**src/rtl/ysyx_23060332_mem_arb_pkg.sv**
```systemverilog
// Shared encodings for the IFU/LSU memory arbiter: FSM states, owner IDs, mask width.
package ysyx_23060332_mem_arb_pkg;

  localparam int WMASK_W = 8;

  localparam logic [1:0] ST_IDLE = 2'd0;
  localparam logic [1:0] ST_REQ  = 2'd1;
  localparam logic [1:0] ST_WAIT = 2'd2;

  localparam logic OWNER_IFU = 1'b0;
  localparam logic OWNER_LSU = 1'b1;

endpackage

```
**src/rtl/ysyx_23060332_mem_arb_if.sv**
```systemverilog
// Bundle of the IFU, LSU and shared-memory handshakes seen by the arbiter.
interface ysyx_23060332_mem_arb_if #(
  parameter int ADDR_W = 32,
  parameter int DATA_W = 32
);
  import ysyx_23060332_mem_arb_pkg::*;

  logic               ifu_req;
  logic [ADDR_W-1:0]  ifu_addr;
  logic               ifu_gnt;
  logic               ifu_rvalid;
  logic [DATA_W-1:0]  ifu_rdata;

  logic               lsu_req;
  logic               lsu_wen;
  logic [ADDR_W-1:0]  lsu_addr;
  logic [DATA_W-1:0]  lsu_wdata;
  logic [WMASK_W-1:0] lsu_wmask;
  logic               lsu_gnt;
  logic               lsu_rvalid;
  logic [DATA_W-1:0]  lsu_rdata;

  logic               mem_valid;
  logic               mem_wen;
  logic [ADDR_W-1:0]  mem_addr;
  logic [DATA_W-1:0]  mem_wdata;
  logic [WMASK_W-1:0] mem_wmask;
  logic               mem_ready;
  logic               mem_rvalid;
  logic [DATA_W-1:0]  mem_rdata;

  modport slave (
    input  ifu_req, ifu_addr,
    output ifu_gnt, ifu_rvalid, ifu_rdata,
    input  lsu_req, lsu_wen, lsu_addr, lsu_wdata, lsu_wmask,
    output lsu_gnt, lsu_rvalid, lsu_rdata,
    output mem_valid, mem_wen, mem_addr, mem_wdata, mem_wmask,
    input  mem_ready, mem_rvalid, mem_rdata
  );

  modport master (
    output ifu_req, ifu_addr,
    input  ifu_gnt, ifu_rvalid, ifu_rdata,
    output lsu_req, lsu_wen, lsu_addr, lsu_wdata, lsu_wmask,
    input  lsu_gnt, lsu_rvalid, lsu_rdata,
    input  mem_valid, mem_wen, mem_addr, mem_wdata, mem_wmask,
    output mem_ready, mem_rvalid, mem_rdata
  );

endinterface

```
**src/rtl/ysyx_23060332_arb_sel.sv**
```systemverilog
// One-hot grant select: a lone requester wins; on contention the one not named by pointer wins.
module ysyx_23060332_arb_sel (
  input  logic [1:0] reqs,
  input  logic       pointer,
  output logic [1:0] grant
);

  // Index gi is the owner ID (0 = IFU, 1 = LSU); pointer names the last winner.
  for (genvar gi = 0; gi < 2; gi++) begin : g_grant
    assign grant[gi] = reqs[gi] & (~reqs[1-gi] | (pointer != 1'(gi)));
  end

endmodule

```
**src/rtl/ysyx_23060332_mem_arb.sv**
```systemverilog
// Two-requester (IFU/LSU) arbiter onto one memory port, one transaction in flight.
// Define YSYX_23060332_ARB_RR_EN for round-robin; otherwise LSU has fixed priority.
module ysyx_23060332_mem_arb
  import ysyx_23060332_mem_arb_pkg::*;
#(
  parameter int ADDR_W = 32,
  parameter int DATA_W = 32
) (
  input  logic                           clk,
  input  logic                           rst,
  ysyx_23060332_mem_arb_if.slave         bus
);

  logic [1:0]         state_reg, state_next;
  logic               owner_reg;
  logic               wen_reg;
  logic [ADDR_W-1:0]  addr_reg;
  logic [DATA_W-1:0]  wdata_reg;
  logic [WMASK_W-1:0] wmask_reg;

  logic [1:0] sel_gnt;
  logic [1:0] gnt;
  logic       arb_ptr;
  logic       in_idle, in_req, in_wait;
  logic       capture, resp;

  assign in_idle = (state_reg == ST_IDLE);
  assign in_req  = (state_reg == ST_REQ);
  assign in_wait = (state_reg == ST_WAIT);

`ifdef YSYX_23060332_ARB_RR_EN
  logic rr_ptr_reg;

  always_ff @(posedge clk or posedge rst) begin
    if (rst) begin
      rr_ptr_reg <= OWNER_IFU;
    end else if (capture) begin
      rr_ptr_reg <= gnt[1];
    end
  end

  assign arb_ptr = rr_ptr_reg;
`else
  // A pointer pinned to IFU makes the selector give LSU fixed priority.
  assign arb_ptr = OWNER_IFU;
`endif

  ysyx_23060332_arb_sel u_sel (
    .reqs    ({bus.lsu_req, bus.ifu_req}),
    .pointer (arb_ptr),
    .grant   (sel_gnt)
  );

  assign gnt     = sel_gnt & {2{in_idle}};
  assign capture = |gnt;
  assign resp    = in_wait & bus.mem_rvalid;

  always_comb begin
    state_next = state_reg;
    case (state_reg)
      ST_IDLE: if (capture)        state_next = ST_REQ;
      ST_REQ:  if (bus.mem_ready)  state_next = ST_WAIT;
      ST_WAIT: if (bus.mem_rvalid) state_next = ST_IDLE;
      default:                     state_next = ST_IDLE;
    endcase
  end

  always_ff @(posedge clk or posedge rst) begin
    if (rst) begin
      state_reg <= ST_IDLE;
      owner_reg <= OWNER_IFU;
      wen_reg   <= 1'b0;
      addr_reg  <= '0;
      wdata_reg <= '0;
      wmask_reg <= '0;
    end else begin
      state_reg <= state_next;
      if (capture) begin
        owner_reg <= gnt[1];
        wen_reg   <= gnt[1] & bus.lsu_wen;
        addr_reg  <= gnt[1] ? bus.lsu_addr  : bus.ifu_addr;
        wdata_reg <= gnt[1] ? bus.lsu_wdata : '0;
        wmask_reg <= gnt[1] ? bus.lsu_wmask : '0;
      end
    end
  end

  assign bus.ifu_gnt = gnt[0];
  assign bus.lsu_gnt = gnt[1];

  assign bus.mem_valid = in_req;
  assign bus.mem_wen   = in_req & wen_reg;
  assign bus.mem_addr  = in_req ? addr_reg  : '0;
  assign bus.mem_wdata = in_req ? wdata_reg : '0;
  assign bus.mem_wmask = in_req ? wmask_reg : '0;

  // Stores acknowledge through lsu_rvalid but never return data.
  assign bus.ifu_rvalid = resp & (owner_reg == OWNER_IFU);
  assign bus.lsu_rvalid = resp & (owner_reg == OWNER_LSU);
  assign bus.ifu_rdata  = bus.ifu_rvalid ? bus.mem_rdata : '0;
  assign bus.lsu_rdata  = (bus.lsu_rvalid & ~wen_reg) ? bus.mem_rdata : '0;

endmodule

```
**src/flat_wrapper.sv**
```systemverilog
// flat-port wrapper written by rule: the top's interface ports become plain ports
module ysyx_23060332_mem_arb_flat import ysyx_23060332_mem_arb_pkg::*;
#(
  parameter int ADDR_W = 32,
  parameter int DATA_W = 32
)
  (clk, rst, bus_ifu_req, bus_ifu_addr, bus_ifu_gnt, bus_ifu_rvalid, bus_ifu_rdata, bus_lsu_req, bus_lsu_wen, bus_lsu_addr, bus_lsu_wdata, bus_lsu_wmask, bus_lsu_gnt, bus_lsu_rvalid, bus_lsu_rdata, bus_mem_valid, bus_mem_wen, bus_mem_addr, bus_mem_wdata, bus_mem_wmask, bus_mem_ready, bus_mem_rvalid, bus_mem_rdata);
  ysyx_23060332_mem_arb_if #(.ADDR_W(ADDR_W), .DATA_W(DATA_W)) bus_i ();
  input  logic clk;
  input  logic rst;
  input wire logic [$bits(bus_i.ifu_req)-1:0] bus_ifu_req;
  input wire logic [$bits(bus_i.ifu_addr)-1:0] bus_ifu_addr;
  output wire logic [$bits(bus_i.ifu_gnt)-1:0] bus_ifu_gnt;
  output wire logic [$bits(bus_i.ifu_rvalid)-1:0] bus_ifu_rvalid;
  output wire logic [$bits(bus_i.ifu_rdata)-1:0] bus_ifu_rdata;
  input wire logic [$bits(bus_i.lsu_req)-1:0] bus_lsu_req;
  input wire logic [$bits(bus_i.lsu_wen)-1:0] bus_lsu_wen;
  input wire logic [$bits(bus_i.lsu_addr)-1:0] bus_lsu_addr;
  input wire logic [$bits(bus_i.lsu_wdata)-1:0] bus_lsu_wdata;
  input wire logic [$bits(bus_i.lsu_wmask)-1:0] bus_lsu_wmask;
  output wire logic [$bits(bus_i.lsu_gnt)-1:0] bus_lsu_gnt;
  output wire logic [$bits(bus_i.lsu_rvalid)-1:0] bus_lsu_rvalid;
  output wire logic [$bits(bus_i.lsu_rdata)-1:0] bus_lsu_rdata;
  output wire logic [$bits(bus_i.mem_valid)-1:0] bus_mem_valid;
  output wire logic [$bits(bus_i.mem_wen)-1:0] bus_mem_wen;
  output wire logic [$bits(bus_i.mem_addr)-1:0] bus_mem_addr;
  output wire logic [$bits(bus_i.mem_wdata)-1:0] bus_mem_wdata;
  output wire logic [$bits(bus_i.mem_wmask)-1:0] bus_mem_wmask;
  input wire logic [$bits(bus_i.mem_ready)-1:0] bus_mem_ready;
  input wire logic [$bits(bus_i.mem_rvalid)-1:0] bus_mem_rvalid;
  input wire logic [$bits(bus_i.mem_rdata)-1:0] bus_mem_rdata;
  assign bus_i.ifu_req = bus_ifu_req;
  assign bus_i.ifu_addr = bus_ifu_addr;
  assign bus_ifu_gnt = bus_i.ifu_gnt;
  assign bus_ifu_rvalid = bus_i.ifu_rvalid;
  assign bus_ifu_rdata = bus_i.ifu_rdata;
  assign bus_i.lsu_req = bus_lsu_req;
  assign bus_i.lsu_wen = bus_lsu_wen;
  assign bus_i.lsu_addr = bus_lsu_addr;
  assign bus_i.lsu_wdata = bus_lsu_wdata;
  assign bus_i.lsu_wmask = bus_lsu_wmask;
  assign bus_lsu_gnt = bus_i.lsu_gnt;
  assign bus_lsu_rvalid = bus_i.lsu_rvalid;
  assign bus_lsu_rdata = bus_i.lsu_rdata;
  assign bus_mem_valid = bus_i.mem_valid;
  assign bus_mem_wen = bus_i.mem_wen;
  assign bus_mem_addr = bus_i.mem_addr;
  assign bus_mem_wdata = bus_i.mem_wdata;
  assign bus_mem_wmask = bus_i.mem_wmask;
  assign bus_i.mem_ready = bus_mem_ready;
  assign bus_i.mem_rvalid = bus_mem_rvalid;
  assign bus_i.mem_rdata = bus_mem_rdata;
  ysyx_23060332_mem_arb #(.ADDR_W(ADDR_W), .DATA_W(DATA_W)) u_core (.clk(clk), .rst(rst), .bus(bus_i));
endmodule
```
**config.mk**
```make
export PLATFORM = sky130hd
export DESIGN_NAME = ysyx_23060332_mem_arb_flat
export DESIGN_NICKNAME = d
export VERILOG_FILES = /design/src/rtl/ysyx_23060332_mem_arb_pkg.sv /design/src/rtl/ysyx_23060332_mem_arb_if.sv /design/src/rtl/ysyx_23060332_arb_sel.sv /design/src/rtl/ysyx_23060332_mem_arb.sv /design/src/flat_wrapper.sv
export SDC_FILE = /design/constraint.sdc
export NUM_CORES = 1
export LEC_CHECK = 0
export ABC_CLOCK_PERIOD_IN_PS = 4820
export BUFFER_PORTS_ARGS = -buffer_cell sky130_fd_sc_hd__buf_2
export CAP_MARGIN = 40
export CORE_MARGIN = 8
export CORE_UTILIZATION = 39
export DETAILED_ROUTE_END_ITERATION = 6
export PLACE_DENSITY = 0.76
export SLEW_MARGIN = 20
export SYNTH_ARGS = -nofsm -noshare
export SYNTH_HDL_FRONTEND = slang
export SYNTH_HIERARCHICAL = 1
export SYNTH_SLANG_ARGS = --single-unit
```
**constraint.sdc**
```tcl
create_clock -name clk -period 4.82 [get_ports clk]
set_input_delay 1.205 -clock clk [delete_from_list [all_inputs] [get_ports clk]]
set_output_delay 1.205 -clock clk [all_outputs]
set_load 0.01 [all_outputs]
```
# Yosys cells after proc, flatten, opt, wreduce, memory -nomap -nowiden
# Index checks and enable logic that the tools add are counted.
# totals
ramBits	0
out_inout_bits	142
reg_bits	76
input_bits	143
latchBits	0
romBits	0
word_cells	37
n_memories	0
# op_classes
mul	0
add_sub_neg	0
magnitude_cmp	0
n_reduce_logical	3
muxes	12
eq_ne	5
shift	0
n_div	0
bitwise	11
# op_table
cell	n
two-way mux 32 bit	6
two-way mux 8 bit	2
bitwise AND 1 bit	7
two-way mux 2 bit	3
inequality test 2 bit (second input constant)	3
case mux 2 bit (3 select lines)	1
NOT 1 bit	3
AND reduction 3 bit	1
bitwise AND 2 bit	1
equality test 2 x 1 -> 1 bit (second input constant)	1
equality test 2 bit (second input constant)	1
logical NOT 2 bit	1
OR reduction 2 bit	1

# Depth between registers and ports, before layout
# depth
word_depth	6
mapped_depth	6
mapped_depth_nobuf	4

# By module
# Netlist, hierarchy kept.
# modules_own_cells
module	seq_area_each_um2	area_each_um2	cells_per_inst	instances
ysyx_23060332_mem_arb	1901.8	4174.0	366	1
ysyx_23060332_arb_sel	0.0	18.8	3	1

# Least setup slack after synthesis
# Ideal clock, no wire load.
# synth_path
path_type	input to output
start	in bus_lsu_req
end	out bus_lsu_gnt
required_time_ns	3.615
arrival_time_ns	1.981
path_stages	5
slack_ns	1.634
path_buffers	3
path_cell_list	a21boi_0 > buf_6 > and2_1 > buf_2 > buf_2
# synth_via
elab_chain_cells	1
# synth_rtl
item	line	source
start, declared	flat_wrapper.sv:16	input wire logic [$bits(bus_i.lsu_req)-1:0] bus_lsu_req;
bitwise AND 2 bit	ysyx_23060332_mem_arb.sv:54	assign gnt = sel_gnt & {2{in_idle}};
end, declared	flat_wrapper.sv:21	output wire logic [$bits(bus_i.lsu_gnt)-1:0] bus_lsu_gnt;
# Every way passes these cells.

# Worst setup path in the final report
# layout_path
start	in bus_mem_rvalid
end	out bus_lsu_rdata[22]
# layout_via
elab_chain_cells	4
# layout_rtl
item	line	source
start, declared	flat_wrapper.sv:30	input wire logic [$bits(bus_i.mem_rvalid)-1:0] bus_mem_rvalid;
bitwise AND 1 bit	ysyx_23060332_mem_arb.sv:56	assign resp = in_wait & bus.mem_rvalid;
bitwise AND 1 bit	ysyx_23060332_mem_arb.sv:99	assign bus.lsu_rvalid = resp & (owner_reg == OWNER_LSU);
bitwise AND 1 bit	ysyx_23060332_mem_arb.sv:101	assign bus.lsu_rdata = (bus.lsu_rvalid & ~wen_reg) ? bus.mem_rdata : '0;
two-way mux 32 bit	ysyx_23060332_mem_arb.sv:101	
end, declared	flat_wrapper.sv:23	output wire logic [$bits(bus_i.lsu_rdata)-1:0] bus_lsu_rdata;
# Every way passes these cells.

==> flow_summary.yaml <==
run_status:
  status: "finished, final reports clean"
timing:
  rsz0062_at_grt: "false"
  slew_viol_final: 0
  setup_viol: 0
  hold_viol_final: 0
  skew_ns: 0.01470
  period_needed_ns: 3.706
  tns_ns: 0
  whs_ns: 0.4915
  relSlewSlack_pct: 50.64
  fmax_ghz: 0.2698
  finalCritPeriodShare_pct: 76.89
  tightestPinTransition_ns: 0.7404
synthesis:
  synth_cell_types: 25
  yosysWarnings: 6
  syn_inst: 369
  yosysSeqAreaShare_pct: 45.36
  ys_seq_elements: 76
  syn_avg_cell_area_um2: 11.36
  synth_area_um2: 4193
clock_tree:
  cts-resized-gates: 0
  numCtsBuffers: 9
  cts_buffer_depth: 2
  cts_hold_buf: 0
  post_cts_buffers: 0
  cts-root-buf: "clkbuf_8"
  ctsHtreeMaxLevel: 3
  clkTransAtPathRegs_ns: 0.07
  insertion_delay_ns: 0.34
  numClockSinks: 76
  cts_tree: "built"
grt:
  grt_pass1_vias: 4091
  grt_max_degree: 49
  grt_overflow: 0
  use_met2_pct: 34.61
  track_usage_pct: 18.35
  antenna_found_initial: 0
  use_met3_pct: 6.247
  grt_first_pass_wirelength_um: 21210
  grt-busiest-layer: "met2"
  grt.met1_usage_pct: 18.32
setup_path:
  endpoint: "bus_lsu_rdata[22]"
  crit_start: "bus_mem_rvalid"
  regToRegSetupSlack_ns: 3.19
  regToRegEndpoint: "u_core/addr_reg[30]"
  crit_arrival_ns: 2.50
  end_kind: "output pin"
  r2r_cells: 4
  r2r-start: "u_core/state_reg[1]"
  crit_fanout: 32
  crit_type: "in2out"
  critPathLaunchType: "input port"
  required_ns: 3.62
routing:
  via_per_inst: 4.752
  dr_total_vias: 3740
  drt_iter0_drc: 155
  drc: 0
  ant_nets: 0
  drtPass1Iterations: 4
  finalWirelength_um: 13680
  drt-wirelength-per-cell_um: 17.39
floorplanning:
  die_h_um: 119.7
  die_area_um2: 14320
  initial_core_util_pct: 39.37
  row_count: 38
  core_um2: 10650
  die_w_um: 119.7
  ios: 285
cells_and_area:
  utilization_pct: 55.86
  area_growth_pct: 41.90
  fill_cells: 927
  final_cells: 787
  layout-drive-gt1-share_pct: 57.50
  layout.nets: 785
  insertedDiodeCount: 0
pwr:
  power.total_uw: 3057
  clock_power_share_pct: 16.5
  ir_drop_uv: 227.4
  pwr-share-comb_pct: 47.0
  p_sw_share_pct: 35.58
  internal_power_uw: 1969
  leakage_uw: 0.003377
  seqPwrFrac_pct: 36.4
  power.switching_uw: 1088
  powerDensity_nw_per_um2: 513.8
placement:
  io_buffers: 284
  gp_congestion: 0.8157
  hpwl_um: 11100
  dp_cells: 771
hold_path:
  hold_class: "reg2reg"
job:
  drv_cap: 0
synth_stat cells (all sizes together):
library cell  instances  area share (%)
a21o                  1            0.18
nor2b                 1            0.15
conb                  1           0.089
dfrtp                76              45
clkbuf                9            0.90
o21ai                 2            0.24
and2                138              21
inv                   3            0.27
and4b                 1            0.24
nand2b                2            0.30
and2b                 1            0.18
buf                  22             3.1
mux2                 64              19
a22o                 41             8.6
nand2                 3            0.27
nor2                  1           0.089
nor3b                 1            0.30
a21boi                2            0.36
layout make-up:
type / count / area, um2 / area share (%)
Multi-Input combinational cell: 260 / 2145 / 36.05
Sequential cell: 76 / 1902 / 31.97
Timing Repair Buffer: 292 / 1506 / 25.32
Tap cell: 140 / 175.2 / 2.944
Clock buffer: 12 / 155.1 / 2.608
Clock inverter: 4 / 55.05 / 0.9253
Inverter: 3 / 11.26 / 0.1893
per-stage QoR:
step | area, um2 | worst slack (ns)
2_1_floorplan | 4197 | 1.634
3_3_place_gp | 5699 | 1.250
3_5_place_dp | 5739 | 1.131
4_1_cts | 5949 | 1.131
5_1_grt | 5949 | 0.9912
6_report | 5949 | 1.114
power groups by stage:
| stage | clock [uW] | combinational (uW) | sequential [uW] |
|---|---|---|---|
| global placement | 0 | 1400 | 1110 |
| CTS | 527 | 1470 | 1110 |
| detailed placement | 0 | 1460 | 1120 |
| finish | 506 | 1440 | 1110 |
| floorplan | 0 | 994 | 1060 |
| global route | 555 | 1560 | 1150 |
how the worst min path moves through the flow:
stage,from,end,slack (ns),cells after the start
finish,u_core/addr_reg[29],u_core/addr_reg[29],0.49,1
global route,u_core/addr_reg[29],u_core/addr_reg[29],0.50,1
CTS,u_core/addr_reg[29],u_core/addr_reg[29],0.50,1
detailed placement,u_core/addr_reg[29],u_core/addr_reg[29],0.48,1
global placement,u_core/addr_reg[29],u_core/addr_reg[29],0.47,1
floorplan,u_core/addr_reg[29],u_core/addr_reg[29],0.46,1
critical path: stages:
cell     delay, ns
buf_2         0.09
and4b_1       0.21
and2b_1       0.61
and2_1        0.23
buf_2         0.14
cell usage in the layout (no fill, tap or decap):
master and n:
dfrtp_1 76, clkbuf_1 1, and2b_1 1, mux2_4 18, conb_1 2, a21o_1 1, and2_1 138, nand2_1 3
a21boi_4 1, a22o_1 41, nor2_1 1, inv_2 1, nor2b_4 1, o21ai_0 1, o21ai_4 1, nand2b_1 2
bufinv_16 1, clkbuf_8 11, clkinvlp_4 1, buf_4 6, buf_12 2, buf_2 284, inv_1 2, inv_6 2
nor3b_2 1, a21boi_1 1, and4b_1 1, mux2_1 4, mux2_2 42
logic make-up after synthesis:
family	Yosys count	share of synthesized area [%]
AND/OR/NAND/NOR	148	22.11
flip-flops	76	45.36
multiplexers	64	18.80
AO/OA/AOI/OAI	46	9.340
buffers and inverters	34	4.297
other	1	0.08944
routing by layer:
layer  part of all wire (%)  up-vias  wire, um
li1                       -     1785         -
met1                     36     1771      4948
met2                     54      166      7369
met3                    8.0       18      1091
met4                    2.0        0       274
met5                      0        -         0
(Power assumes the default switching activity.)
